===== src/rtl/wishbone_classic_master_if.sv =====
// Bus bundle for wishbone_classic_master: the user-side request/completion
// handshake plus the Wishbone classic master signals.
//   master modport : the view of wishbone_classic_master
//   slave  modport : the view of whatever drives requests and answers the bus
// Parameters: ADDRESS_WIDTH (address bits), BUS_WIDTH (data bytes).
interface wishbone_classic_master_if #(
  parameter int unsigned ADDRESS_WIDTH = 32,
  parameter int unsigned BUS_WIDTH     = 4
);
  // user side
  logic                     up_rreq;
  logic [ADDRESS_WIDTH-1:0] up_raddr;
  logic                     up_rack;
  logic [BUS_WIDTH*8-1:0]   up_rdata;
  logic                     up_wreq;
  logic [ADDRESS_WIDTH-1:0] up_waddr;
  logic [BUS_WIDTH*8-1:0]   up_wdata;
  logic                     up_wack;
  logic                     up_err;
  // Wishbone side
  logic                     m_wb_cyc;
  logic                     m_wb_stb;
  logic                     m_wb_we;
  logic [ADDRESS_WIDTH-1:0] m_wb_addr;
  logic [BUS_WIDTH*8-1:0]   m_wb_data_o;
  logic [3:0]               m_wb_sel;
  logic [2:0]               m_wb_cti;
  logic [1:0]               m_wb_bte;
  logic [BUS_WIDTH*8-1:0]   m_wb_data_i;
  logic                     m_wb_ack;
  logic                     m_wb_err;

  modport master (
    input  up_rreq, up_raddr, up_wreq, up_waddr, up_wdata,
    input  m_wb_data_i, m_wb_ack, m_wb_err,
    output up_rack, up_rdata, up_wack, up_err,
    output m_wb_cyc, m_wb_stb, m_wb_we, m_wb_addr, m_wb_data_o, m_wb_sel, m_wb_cti, m_wb_bte
  );

  modport slave (
    output up_rreq, up_raddr, up_wreq, up_waddr, up_wdata,
    output m_wb_data_i, m_wb_ack, m_wb_err,
    input  up_rack, up_rdata, up_wack, up_err,
    input  m_wb_cyc, m_wb_stb, m_wb_we, m_wb_addr, m_wb_data_o, m_wb_sel, m_wb_cti, m_wb_bte
  );
endinterface


===== src/rtl/wishbone_classic_master.sv =====
// Single-outstanding Wishbone classic master. Turns one-cycle read/write
// request pulses into single Wishbone classic cycles and reports completion
// with one-cycle up_rack/up_wack pulses (up_err alongside on bus error).
// A write and a read requested in the same idle cycle run write-first; the
// read address waits in a one-entry pending slot.
// Ports:
//   clk  : clock, rising edge
//   rstn : synchronous active-low reset
//   bus  : wishbone_classic_master_if.master (user handshake + Wishbone bus)
// Optional feature: define WB_TIMEOUT_EN to abort a bus cycle as an error after
// TIMEOUT_CYCLES cycles of stb without ack/err. Undefined: wait forever.
module wishbone_classic_master #(
  parameter int unsigned ADDRESS_WIDTH  = 32,
  parameter int unsigned BUS_WIDTH      = 4,
  parameter int unsigned TIMEOUT_CYCLES = 255
) (
  input  logic                             clk,
  input  logic                             rstn,
  wishbone_classic_master_if.master        bus
);
  localparam int unsigned DataW = BUS_WIDTH * 8;

  typedef enum logic [1:0] {StIdle, StWrite, StRead, StDone} state_e;

  state_e                   state_q, state_d;
  logic [ADDRESS_WIDTH-1:0] addr_q, addr_d;
  logic [DataW-1:0]         wdata_q, wdata_d;
  logic [DataW-1:0]         rdata_q, rdata_d;
  logic                     pend_q, pend_d;
  logic [ADDRESS_WIDTH-1:0] pend_addr_q, pend_addr_d;
  logic                     is_write_q, is_write_d;
  logic                     err_q, err_d;
  logic                     on_bus;
  logic                     timed_out;

  assign on_bus = (state_q == StWrite) || (state_q == StRead);

`ifdef WB_TIMEOUT_EN
  localparam int unsigned CntW = (TIMEOUT_CYCLES < 2) ? 1 : $clog2(TIMEOUT_CYCLES + 1);

  logic [CntW-1:0] cnt_q, cnt_d;

  // Held at zero off the bus so every new cycle starts counting from zero.
  always_comb begin
    cnt_d     = '0;
    timed_out = 1'b0;
    if (on_bus && !bus.m_wb_ack && !bus.m_wb_err) begin
      if (cnt_q == CntW'(TIMEOUT_CYCLES - 1)) begin
        timed_out = 1'b1;
      end else begin
        cnt_d = cnt_q + 1'b1;
      end
    end
  end

  always_ff @(posedge clk) begin
    if (!rstn) begin
      cnt_q <= '0;
    end else begin
      cnt_q <= cnt_d;
    end
  end
`else
  assign timed_out = 1'b0;
`endif

  always_comb begin
    state_d     = state_q;
    addr_d      = addr_q;
    wdata_d     = wdata_q;
    rdata_d     = rdata_q;
    pend_d      = pend_q;
    pend_addr_d = pend_addr_q;
    is_write_d  = is_write_q;
    err_d       = err_q;
    unique case (state_q)
      StIdle: begin
        if (bus.up_wreq) begin
          state_d    = StWrite;
          addr_d     = bus.up_waddr;
          wdata_d    = bus.up_wdata;
          is_write_d = 1'b1;
          if (bus.up_rreq && !pend_q) begin
            pend_d      = 1'b1;
            pend_addr_d = bus.up_raddr;
          end
        end else if (pend_q) begin
          // Deferred read goes ahead of any new read request.
          state_d    = StRead;
          addr_d     = pend_addr_q;
          pend_d     = 1'b0;
          is_write_d = 1'b0;
        end else if (bus.up_rreq) begin
          state_d    = StRead;
          addr_d     = bus.up_raddr;
          is_write_d = 1'b0;
        end
      end
      StWrite, StRead: begin
        if (bus.m_wb_ack || bus.m_wb_err || timed_out) begin
          state_d = StDone;
          // err wins over a simultaneous ack
          err_d   = bus.m_wb_err || timed_out;
          if (state_q == StRead) begin
            rdata_d = (bus.m_wb_err || timed_out) ? '0 : bus.m_wb_data_i;
          end
        end
      end
      StDone:  state_d = StIdle;
      default: state_d = StIdle;
    endcase
  end

  always_ff @(posedge clk) begin
    if (!rstn) begin
      state_q     <= StIdle;
      addr_q      <= '0;
      wdata_q     <= '0;
      rdata_q     <= '0;
      pend_q      <= 1'b0;
      pend_addr_q <= '0;
      is_write_q  <= 1'b0;
      err_q       <= 1'b0;
    end else begin
      state_q     <= state_d;
      addr_q      <= addr_d;
      wdata_q     <= wdata_d;
      rdata_q     <= rdata_d;
      pend_q      <= pend_d;
      pend_addr_q <= pend_addr_d;
      is_write_q  <= is_write_d;
      err_q       <= err_d;
    end
  end

  // All outputs decode registered state, so they are glitch-free and drop on reset.
  assign bus.m_wb_cyc    = on_bus;
  assign bus.m_wb_stb    = on_bus;
  assign bus.m_wb_we     = (state_q == StWrite);
  assign bus.m_wb_addr   = addr_q;
  assign bus.m_wb_data_o = wdata_q;
  assign bus.m_wb_sel    = 4'b1111;
  assign bus.m_wb_cti    = 3'b000;
  assign bus.m_wb_bte    = 2'b00;

  assign bus.up_wack  = (state_q == StDone) && is_write_q;
  assign bus.up_rack  = (state_q == StDone) && !is_write_q;
  assign bus.up_err   = (state_q == StDone) && err_q;
  assign bus.up_rdata = rdata_q;
endmodule

===== src/flat_wrapper.sv =====
// flat-port wrapper written by rule: the top's interface ports become plain ports
module wishbone_classic_master_flat 
#(
  parameter int unsigned ADDRESS_WIDTH  = 32,
  parameter int unsigned BUS_WIDTH      = 4,
  parameter int unsigned TIMEOUT_CYCLES = 255
)
  (clk, rstn, bus_up_rreq, bus_up_raddr, bus_up_wreq, bus_up_waddr, bus_up_wdata, bus_m_wb_data_i, bus_m_wb_ack, bus_m_wb_err, bus_up_rack, bus_up_rdata, bus_up_wack, bus_up_err, bus_m_wb_cyc, bus_m_wb_stb, bus_m_wb_we, bus_m_wb_addr, bus_m_wb_data_o, bus_m_wb_sel, bus_m_wb_cti, bus_m_wb_bte);
  wishbone_classic_master_if #(.ADDRESS_WIDTH(ADDRESS_WIDTH), .BUS_WIDTH(BUS_WIDTH)) bus_i ();
  input  logic clk;
  input  logic rstn;
  input wire logic [$bits(bus_i.up_rreq)-1:0] bus_up_rreq;
  input wire logic [$bits(bus_i.up_raddr)-1:0] bus_up_raddr;
  input wire logic [$bits(bus_i.up_wreq)-1:0] bus_up_wreq;
  input wire logic [$bits(bus_i.up_waddr)-1:0] bus_up_waddr;
  input wire logic [$bits(bus_i.up_wdata)-1:0] bus_up_wdata;
  input wire logic [$bits(bus_i.m_wb_data_i)-1:0] bus_m_wb_data_i;
  input wire logic [$bits(bus_i.m_wb_ack)-1:0] bus_m_wb_ack;
  input wire logic [$bits(bus_i.m_wb_err)-1:0] bus_m_wb_err;
  output wire logic [$bits(bus_i.up_rack)-1:0] bus_up_rack;
  output wire logic [$bits(bus_i.up_rdata)-1:0] bus_up_rdata;
  output wire logic [$bits(bus_i.up_wack)-1:0] bus_up_wack;
  output wire logic [$bits(bus_i.up_err)-1:0] bus_up_err;
  output wire logic [$bits(bus_i.m_wb_cyc)-1:0] bus_m_wb_cyc;
  output wire logic [$bits(bus_i.m_wb_stb)-1:0] bus_m_wb_stb;
  output wire logic [$bits(bus_i.m_wb_we)-1:0] bus_m_wb_we;
  output wire logic [$bits(bus_i.m_wb_addr)-1:0] bus_m_wb_addr;
  output wire logic [$bits(bus_i.m_wb_data_o)-1:0] bus_m_wb_data_o;
  output wire logic [$bits(bus_i.m_wb_sel)-1:0] bus_m_wb_sel;
  output wire logic [$bits(bus_i.m_wb_cti)-1:0] bus_m_wb_cti;
  output wire logic [$bits(bus_i.m_wb_bte)-1:0] bus_m_wb_bte;
  assign bus_i.up_rreq = bus_up_rreq;
  assign bus_i.up_raddr = bus_up_raddr;
  assign bus_i.up_wreq = bus_up_wreq;
  assign bus_i.up_waddr = bus_up_waddr;
  assign bus_i.up_wdata = bus_up_wdata;
  assign bus_i.m_wb_data_i = bus_m_wb_data_i;
  assign bus_i.m_wb_ack = bus_m_wb_ack;
  assign bus_i.m_wb_err = bus_m_wb_err;
  assign bus_up_rack = bus_i.up_rack;
  assign bus_up_rdata = bus_i.up_rdata;
  assign bus_up_wack = bus_i.up_wack;
  assign bus_up_err = bus_i.up_err;
  assign bus_m_wb_cyc = bus_i.m_wb_cyc;
  assign bus_m_wb_stb = bus_i.m_wb_stb;
  assign bus_m_wb_we = bus_i.m_wb_we;
  assign bus_m_wb_addr = bus_i.m_wb_addr;
  assign bus_m_wb_data_o = bus_i.m_wb_data_o;
  assign bus_m_wb_sel = bus_i.m_wb_sel;
  assign bus_m_wb_cti = bus_i.m_wb_cti;
  assign bus_m_wb_bte = bus_i.m_wb_bte;
  wishbone_classic_master #(.ADDRESS_WIDTH(ADDRESS_WIDTH), .BUS_WIDTH(BUS_WIDTH), .TIMEOUT_CYCLES(TIMEOUT_CYCLES)) u_core (.clk(clk), .rstn(rstn), .bus(bus_i));
endmodule

===== config.mk =====
export PLATFORM = sky130hd
export DESIGN_NAME = wishbone_classic_master_flat
export DESIGN_NICKNAME = d
export VERILOG_FILES = /design/src/rtl/wishbone_classic_master_if.sv /design/src/rtl/wishbone_classic_master.sv /design/src/flat_wrapper.sv
export SDC_FILE = /design/constraint.sdc
export NUM_CORES = 1
export LEC_CHECK = 0
export CORE_MARGIN = 1.5
export CORE_UTILIZATION = 63
export DETAILED_ROUTE_END_ITERATION = 10
export DONT_BUFFER_PORTS = 1
export HOLD_SLACK_MARGIN = 0.03
export PLACE_DENSITY = 0.84
export SLEW_MARGIN = 20
export SYNTH_ARGS = -nofsm -noshare
export SYNTH_HDL_FRONTEND = slang
export SYNTH_SLANG_ARGS = --single-unit

===== constraint.sdc =====
create_clock -name clk -period 2.15 [get_ports clk]
set_clock_uncertainty 0.1 [all_clocks]
set_input_delay 0.5375 -clock clk [delete_from_list [all_inputs] [get_ports clk]]
set_output_delay 0.5375 -clock clk [all_outputs]
set_load 0.01 [all_outputs]

==> results.toml <==
[sta]
worst_slew_margin_rel_pct = 59.39
max_slew_vio_count = 0
setup_violations = 0
rsz0062_at_grt = "no"
timing.final.crit_share_pct = 93.16
period_minus_slack_ns = 2.003
finalHoldViolCount = 0
tns_ns = 0
max_slew.worst_pin.slew_ns = 0.6006
maximum_operating_frequency_ghz = 0.4993
final_setup_slack_of_the_worst_path_ns = 0.1472
holdWs_ns = 0.06846

[global_route]
gr-total-overflow = 0
first_global_vias = 4271
grt_max_degree = 104
grt_util_all_layers_pct = 25.59
first_pass_grt_wire_length_um = 19990
grt_antenna_before_repair = 0

[clock_network]
cts_buffers = 17
clockBufferDepth = 2
path_clk_slew_ns = 0.06
cts_root_buf = "sky130_fd_sc_hd__clkbuf_8"
tritoncts = "done"
numClockSinks = 133
cts_max_level = 4
clock_latency_ns = 0.49

[yosys]
synth_warnings = 0
cell_count_after_synthesis = 655
most_common_library_cells_after_synthesis = "195 x sky130_fd_sc_hd__nand2_1, 133 x sky130_fd_sc_hd__dfxtp_1, 66 x sky130_fd_sc_hd__a21boi_0, 37 x sky130_fd_sc_hd__o21ai_0, 33 x sky130_fd_sc_hd__mux2i_1"
synth_edf_count = 0
synthesis.area_per_instance_sq_um = 8.768
ys_types = 31
synth-seq-cells = 133
synthMostInstantiatedCell = "sky130_fd_sc_hd__nand2_1"
synth_top_cell_by_area = "sky130_fd_sc_hd__dfxtp_1"
synth_top_cells_by_area = "sky130_fd_sc_hd__dfxtp_1 46%, sky130_fd_sc_hd__nand2_1 13%, sky130_fd_sc_hd__a21boi_0 8.6%"
synth_ff_type = "sky130_fd_sc_hd__dfxtp_1"
netlist.area_leader.share_pct = 46.36
netlist_area_pre_place_sq_um = 5743
ys_async_sr_fraction_pct = 0
seq_area_frac_synth_pct = 46.36

[pwr]
power_per_cell_area_nw_per_um2 = 1220
max_vdd_drop_mv = 0.6247
post-layout-total-power_w = 0.007681
leakage_nw = 2.313

[outcome]
run_status = "finished clean"

[hold_path]
timing.hold.worst_path_depth = 2
hold_path_start = "bus_up_raddr[8]"
holdCritPathClass = "primary input to register"
timing.hold.worst_endpoint = "u_core.pend_addr_q[8]$_SDFFE_PN0P_"

[run]
drv_cap = 0

[critical_path]
crit_path_top_delay_cell = "sky130_fd_sc_hd__dfxtp_1"
worstPathArrival_ns = 1.37
crit_path_cell_trace = "inv_1 > ha_4"
worst_setup_end_kind = "output pin"
worst_r2r_startpoint = "u_core.state_q[1]$_SDFFE_PN0P_"
cp_data_required_time_ns = 1.51
startpoint_class = "register"
reg2reg_depth = 5
r2r-end = "u_core.state_q[0]$_SDFFE_PN0P_"
worst_path_largest_cell_delay_ns = 0.38
timing.critical_path.fanout_max = 8
regToRegSetupSlack_ns = 0.32
crit_type = "register to output pin"

[layout]
diodes = 0
final.fill_count = 669
layout-area-overhead-vs-synth_pct = 9.608
layout.cell_area.non_filler_sq_um = 6295
layout-drive-gt1-share_pct = 7.500
num-nets-final = 768

[floorplan]
dieHeight_um = 98.48
die_w_um = 98.48
standard_cell_rows = 34
top_level_ports = 245
overall_die_area_sq_um = 9697
floorplan.core_area_sq_um = 8763
floorplan.initialDensity_pct = 65.53

[placed_design]
hpwlAfterDp_um = 8874
dpl_cell_area_sq_um = 5674
io_buffers = 0
post_placement_setup_slack_ns = 0.1762
place.gp.congestion = 0.8439

[routing]
wl_um = 12730
routed-via-count = 4350
drt.antenna.violating_nets = 0
routed_wire_length_per_instance_um = 17.01
route.detailed.vias_per_inst = 5.816
drt-pass1-iter-count = 4
detail_route.drc_violations = 0
detail_route.iter0.violations = 213
==> through the flow <==
| stage | std cells | util (%) |
|---|---|---|
| detailed placement | 718 | 64.75 |
| global route | 748 | 71.83 |
| global placement | 718 | 64.75 |
| floorplan | 662 | - |
| finish | 748 | 71.83 |
| CTS | 748 | 71.72 |
==> area by class of cell <==
type / instances / area, sq um / share of cell area [%]
Multi-Input combinational cell: 460 / 2763 / 43.89
Sequential cell: 133 / 2664 / 42.32
Clock buffer: 18 / 427.9 / 6.798
Clock inverter: 12 / 180.2 / 2.862
Tap cell: 108 / 135.1 / 2.147
Timing Repair Buffer: 13 / 110.1 / 1.749
Inverter: 4 / 15.01 / 0.2385
==> layout by cell type (no fill, tap or decap), types with 9 or more instances in the layout <==
master,instances
sky130_fd_sc_hd__buf_4,12
sky130_fd_sc_hd__mux2i_1,33
sky130_fd_sc_hd__nand2_1,195
sky130_fd_sc_hd__clkbuf_16,16
sky130_fd_sc_hd__nand3b_1,32
sky130_fd_sc_hd__a21boi_0,66
sky130_fd_sc_hd__a21boi_1,30
sky130_fd_sc_hd__a22o_1,32
sky130_fd_sc_hd__o21ai_0,37
sky130_fd_sc_hd__conb_1,9
sky130_fd_sc_hd__dfxtp_1,132
==> registers in the layout (all words and copies together) (netlist names) <==
register                flops
u_core.state_q              2
u_core.is_write_q           1
u_core.err_q                1
u_core.pend_q               1
u_core.bus.m_wb_addr       32
u_core.bus.m_wb_data_o     32
u_core.pend_addr_q         32
u_core.bus.up_rdata        32
==> how the worst max path moves through the flow <==
| stage | from | endpoint | slack (ns) | cells past startpoint |
|---|---|---|---|---|
| 6_report | u_core.state_q[1]$_SDFFE_PN0P_ | bus_m_wb_cyc | 0.15 | 2 |
| 5_1_grt | u_core.state_q[1]$_SDFFE_PN0P_ | bus_up_rack | 0.06 | 2 |
| 4_1_cts | u_core.state_q[1]$_SDFFE_PN0P_ | bus_m_wb_cyc | 0.03 | 2 |
| 3_5_place_dp | u_core.state_q[1]$_SDFFE_PN0P_ | u_core.bus.up_rdata[27]$_SDFFE_PN0P_ | 0.18 | 6 |
| 3_3_place_gp | u_core.state_q[0]$_SDFFE_PN0P_ | u_core.state_q[0]$_SDFFE_PN0P_ | 0.36 | 5 |
| 2_1_floorplan | bus_up_wreq | u_core.bus.m_wb_addr[0]$_SDFFE_PN0P_ | 0.30 | 6 |
==> layer usage <==
| metal | wire length [um] | vias to the layer above | track usage, % | part of all wire, % |
|---|---|---|---|---|
| li1 | - | 2140 | - | - |
| met1 | 4768 | 1977 | 27.65 | 37 |
| met2 | 6353 | 203 | 43.84 | 50 |
| met3 | 1262 | 30 | 10.07 | 9.9 |
| met4 | 340 | 0 | 12.24 | 2.7 |
| met5 | 0 | - | 0 | 0 |
==> worst max-delay path: cells and delay by family, from the launching register on <==
family	cells	cell delay, ns
fa+ha+maj	1	0.36
flops	1	0.38
buf+inv	1	0.13
==> power breakdown <==
part	internal (W)	switching [W]	total, W	leakage [nW]
combinational	0.000631	0.000856	0.00149	0.934
clock	0.00190	0.00103	0.00293	0.293
sequential	0.00286	0.000403	0.00326	1.09
total	0.00540	0.00229	0.00768	2.31
==> kinds of logic (layout without fill, tap and decap cells) <==
| family | Yosys count | in the layout | synth area share [%] |
|---|---|---|---|
| AOI/OAI and AO/OA | 173 | 173 | 21.81 |
| adders and majority gates | 5 | 5 | 1.089 |
| buffers and inverters | 69 | 47 | 6.209 |
| DFF | 133 | 133 | 46.36 |
| muxes | 33 | 33 | 5.752 |
| other | 2 | 9 | 0.1308 |
| and+or+nand+nor | 240 | 240 | 18.65 |
==> repair_timing <==
| item | CTS | global route |
|---|---|---|
| hold buffers | 0 | 0 |
| endpoints found under the setup margin | 2 | 2 |
| gates resized for setup | 1 | 1 |
| setup buffers | 0 | 0 |
Power figures use the tool's default switching activity.
